### src/rtl/aes_round_ctrl.sv
// Round sequencer for the AES-128 encryption datapath.
// Drives one-hot stage strobes, requests round keys and handshakes with the
// MixColumns unit. Outputs decode from registered state; ark_en alone also
// depends on key_valid.
//
// state   | meaning
// --------+-----------------------------------------------------------
// S_IDLE  | waiting for start
// S_LOAD  | latch plaintext and key, clear round counter
// S_ARK   | AddRoundKey, stalls until key_valid
// S_SUB   | SubBytes, request key for the new round
// S_SHIFT | ShiftRows, final round bypasses MixColumns
// S_MIX   | MixColumns enable held until mix_done, bounded by timeout
// S_DONE  | one-cycle completion pulse
// S_ERR   | MixColumns timed out; waits for a fresh start
module aes_round_ctrl #(
  parameter int NR          = 10,
  parameter int ROUND_W     = 4,
  parameter int MIX_TIMEOUT = 8
) (
  input  logic               clk,
  input  logic               reset,
  input  logic               start,
  input  logic               key_valid,
  input  logic               mix_done,
  output logic               load_en,
  output logic               sub_en,
  output logic               shift_en,
  output logic               mix_en,
  output logic               ark_en,
  output logic               key_req,
  output logic [ROUND_W-1:0] round_num,
  output logic               busy,
  output logic               done,
  output logic               err
);

  localparam int CNT_W = (MIX_TIMEOUT > 2) ? $clog2(MIX_TIMEOUT) : 1;
  localparam logic [ROUND_W-1:0] LAST_ROUND = ROUND_W'(NR);
  localparam logic [CNT_W-1:0]   MIX_LAST   = CNT_W'(MIX_TIMEOUT - 1);

  typedef enum logic [2:0] {
    S_IDLE, S_LOAD, S_ARK, S_SUB, S_SHIFT, S_MIX, S_DONE, S_ERR
  } state_t;

  state_t             state, state_nxt;
  logic [ROUND_W-1:0] round_nxt;
  logic [CNT_W-1:0]   mix_cnt, mix_cnt_nxt;

  // State, round counter and MixColumns wait counter; reset abandons any block in flight.
  always_ff @(posedge clk) begin
    if (!reset) begin
      state     <= S_IDLE;
      round_num <= '0;
      mix_cnt   <= '0;
    end else begin
      state     <= state_nxt;
      round_num <= round_nxt;
      mix_cnt   <= mix_cnt_nxt;
    end
  end

  // Next-state, counter updates and stage strobes decoded from the current state.
  always_comb begin
    state_nxt   = state;
    round_nxt   = round_num;
    mix_cnt_nxt = mix_cnt;
    load_en     = 1'b0;
    sub_en      = 1'b0;
    shift_en    = 1'b0;
    mix_en      = 1'b0;
    ark_en      = 1'b0;
    key_req     = 1'b0;
    done        = 1'b0;
    err         = 1'b0;
    busy        = (state != S_IDLE) && (state != S_ERR);

    case (state)
      S_IDLE: begin
        if (start) state_nxt = S_LOAD;
      end
      S_LOAD: begin
        load_en     = 1'b1;
        round_nxt   = '0;
        mix_cnt_nxt = '0;
        state_nxt   = S_ARK;
      end
      S_ARK: begin
        ark_en = key_valid;
        if (key_valid) begin
          if (round_num == LAST_ROUND) begin
            state_nxt = S_DONE;
          end else begin
            round_nxt = round_num + ROUND_W'(1);
            state_nxt = S_SUB;
          end
        end
      end
      S_SUB: begin
        sub_en    = 1'b1;
        key_req   = 1'b1;
        state_nxt = S_SHIFT;
      end
      S_SHIFT: begin
        shift_en  = 1'b1;
        state_nxt = (round_num == LAST_ROUND) ? S_ARK : S_MIX;
      end
      S_MIX: begin
        mix_en = 1'b1;
        if (mix_done) begin
          mix_cnt_nxt = '0;
          state_nxt   = S_ARK;
        end else if (mix_cnt == MIX_LAST) begin
          mix_cnt_nxt = '0;
          state_nxt   = S_ERR;
        end else begin
          mix_cnt_nxt = mix_cnt + CNT_W'(1);
        end
      end
      S_DONE: begin
        done      = 1'b1;
        state_nxt = S_IDLE;
      end
      S_ERR: begin
        err = 1'b1;
        if (start) state_nxt = S_LOAD;
      end
      default: begin
        state_nxt = S_IDLE;
      end
    endcase
  end

endmodule
### config.mk
export PLATFORM = sky130hd
export DESIGN_NAME = aes_round_ctrl
export DESIGN_NICKNAME = d
export VERILOG_FILES = /design/src/rtl/aes_round_ctrl.sv
export SDC_FILE = /design/constraint.sdc
export NUM_CORES = 1
export LEC_CHECK = 0
export ABC_AREA = 1
export BUFFER_PORTS_ARGS = -buffer_cell sky130_fd_sc_hd__buf_2
export CORE_AREA = 5 5 51 53
export DETAILED_ROUTE_END_ITERATION = 10
export DIE_AREA = 0 0 56 58
export PLACE_DENSITY = 0.65
export SKIP_CTS_REPAIR_TIMING = 1
export SYNTH_ARGS = -nofsm -noshare
export SYNTH_HDL_FRONTEND = slang
export SYNTH_SLANG_ARGS = --single-unit
### constraint.sdc
create_clock -name clk -period 3.55 [get_ports clk]
set_input_delay 0.71 -clock clk [delete_from_list [all_inputs] [get_ports clk]]
set_output_delay 0.71 -clock clk [all_outputs]
set_load 0.02 [all_outputs]
==> results.yml <==
power_and_ir_drop:
  p_int_mw: 0.270
  power.density_nw_per_um2: 597
  ir_drop_mv: 0.219
  clkPwrFrac_pct: 19.4
  p_leak_nw: 0.456
  p_comb_share_pct: 50.7
  pwr-share-seq_pct: 29.9
  p_sw_mw: 0.237
  netSwitchingFraction_pct: 46.7
place:
  routabilityCongestion: 0.794
  hpwlAfterDp_um: 1240
  io_buffers: 17
worst_setup_path:
  timing.reg2reg.setup_slack_ns: 2.19
  path_max_fanout: 6
  critPathSlowestCell: "dfxtp_1"
  cp-start-kind: "flip-flop"
  crit_path_start: "state[2]"
  endpoint_kind: "output port"
  arrival_ns: 1.36
  max_stage_delay_ns: 0.38
  r2r-end: "round_num[3]"
  crit_buf_inv: 2
  cp_top_family: "flip-flops"
  setup.worst_path.end: "ark_en"
  required_ns: 2.84
  r2r_cells: 8
  r2r-start: "round_num[0]"
  cp_num_cells: 4
  crit_chain: "inv_2 -> nand3_1 -> nor2_1 -> buf_2"
  critical_path_class: "reg2out"
clocking:
  cts.sinks: 10
  cts_root_buf: "clkbuf_4"
  clockBufferDepth: 2
  cts_inserted_buffers: 3
  cts_tree: "built"
  clk_latency_ns: 0.26
  cts_max_level: 1
  cts.clk_slew.worst_paths_ns: 0.06
timing:
  rsz0062_at_grt: "no"
  slew_viol_final: 0
  worst_slew_pin_slew_ns: 0.271
  finalSetupTns_ns: 0
  fin_crit_sh_pct: 58.2
  slew_headroom_pct: 81.9
  fmaxAchievable_mhz: 484
  setup_viol: 0
  timing.final.hold_violations: 0
  fin_worst_skew_ns: 0.000987
  min_period_ns: 2.07
routing:
  via_per_inst: 4.56
  drtIter0Drc: 9
  postRouteAntennaNets: 0
  drt_pass1_iterations: 4
  drcViolationCount: 0
  wire_per_inst_um: 10.2
  num_vias: 680
  drt_wl_total_um: 1520
final_layout:
  syn2layout_area_growth_pct: 21.3
  register_area_sq_um: 200
  num_antenna_cells: 0
  fin_util_pct: 40.3
  nets: 131
  drive_above_1_share_pct: 30.6
  n_fill_cell: 224
  multi_input_area_sq_um: 439
die:
  row_count: 17
  die_y_um: 58
  pin_count: 18
  start_util_pct: 33.2
  core_sq_um: 2110
  dieArea_sq_um: 3250
  die_w_um: 56
synth:
  synth_cell_types: 21
  ys_seq_elements: 10
  synthesis.nets: 110
  synthesis.area_sq_um: 699
  synthCells: 101
  syn_area_per_cell_sq_um: 6.92
  yosysWarningCount: 0
  synth_compound_area_share_pct: 9.30
  synthMuxAreaShare_pct: 0
  synthSimpleGateAreaFrac_pct: 45.1
  yosysSeqAreaShare_pct: 28.6
  synth_top_family_by_area: "simple AND/OR/NAND/NOR gates"
  synth-xor-area-share_pct: 1.25
  synthAdderAreaFrac_pct: 7.16
job:
  drv_cap: 0
global_route:
  grt_pass1_wl_um: 2540
  grt_usage_pct: 9.76
  antenna_found_initial: 0
  grt_pass1_vias: 642
  grt_max_degree: 8
  grt_overflow: 0
worst_hold_path:
  hold_class: "reg2reg"
  hp-start: "mix_cnt[0]"
status:
  status: "finished, final reports clean"
[cell families after synthesis]
family / Yosys count
and+or+nand+nor: 60
AOI/OAI and AO/OA: 11
DFF: 10
adders and majority gates: 4
buffers and inverters: 15
xor gates and xnor gates: 1
[layout by cell type (no fill, tap or decap), drive strengths merged]
master / instances
a32oi: 1
xnor2: 1
o21ai: 1
inv: 14
nand4: 1
dfxtp: 10
nor2: 16
nand3: 12
nand3b: 3
nand2: 27
nor3: 1
a22oi: 1
a21oi: 8
clkbuf: 4
buf: 17
ha: 4
[Yosys cell counts]
| master | instances | area (sq um) |
|---|---|---|
| nand2_2 | 5 | 31.3 |
| buf_4 | 1 | 7.51 |
| ha_1 | 4 | 50.1 |
| a22oi_1 | 1 | 7.51 |
| nand2_4 | 3 | 33.8 |
| dfxtp_1 | 10 | 200 |
| nand3b_1 | 3 | 22.5 |
| nor3_2 | 1 | 10.0 |
| inv_1 | 10 | 37.5 |
| nand2_1 | 19 | 71.3 |
| a21oi_2 | 1 | 8.76 |
| nor2_1 | 15 | 56.3 |
| a21oi_1 | 7 | 35.0 |
| nor2_4 | 1 | 11.3 |
| nand3_4 | 1 | 17.5 |
| nand4_1 | 1 | 6.26 |
| a32oi_1 | 1 | 8.76 |
| xnor2_1 | 1 | 8.76 |
| inv_2 | 4 | 15.0 |
| nand3_1 | 11 | 55.1 |
| o21ai_0 | 1 | 5.00 |
[area by class of cell]
cell class / count / area share, %
repair buffers: 17 / 10.0
multi-input cells: 76 / 51.8
inverters: 14 / 6.19
well taps: 28 / 4.13
flip-flops and latches: 10 / 23.6
clock buffers: 4 / 4.28
[per-layer routing]
metal / vias up / share of wire (%) / global-route usage, %
li1: 366 / - / -
met1: 300 / 51 / 11.5
met2: 12 / 43 / 15.7
met3: 2 / 3.7 / 2.00
met4: 0 / 1.8 / 7.12
met5: - / 0 / 0
[stage by stage]
step / instances / cell area [sq um] / setup slack, ns / power (mW) / hold WS (ns)
5_1_grt: 149 / 848 / 1.37 / 0.549 / 0.509
3_5_place_dp: 145 / 812 / 1.62 / 0.411 / 0.467
6_report: 149 / 848 / 1.48 / 0.507 / 0.476
3_3_place_gp: 145 / 812 / 1.65 / 0.408 / 0.463
4_1_cts: 149 / 848 / 1.47 / 0.513 / 0.476
2_1_floorplan: 101 / 699 / 1.71 / 0.354 / 0.447
[tightest hold or removal path, stage by stage (launching register included)]
cell and delay, ns:
dfxtp_1 0.31, inv_1 0.06, a21oi_1 0.06
[power by group through the flow]
stage	registers, mW	logic (mW)	clock network [mW]
after CTS	0.151	0.259	0.104
after global placement	0.152	0.257	0
final	0.151	0.257	0.0983
after floorplan	0.150	0.203	0
after detailed placement	0.153	0.258	0
after global routing	0.154	0.285	0.110
[registers in the layout, indices dropped and copies added (netlist names)]
register and count:
round_num 4, state 3, mix_cnt 3
[worst min path at each step]
stage                             to  slack [ns]  depth (start not counted)
after CTS                 mix_cnt[0]        0.48                          2
after detailed placement  mix_cnt[0]        0.47                          2
final                     mix_cnt[0]        0.48                          2
after floorplan           mix_cnt[0]        0.45                          2
after global routing      mix_cnt[0]        0.51                          2
after global placement    mix_cnt[0]        0.46                          2
(Power assumes the default switching activity.)
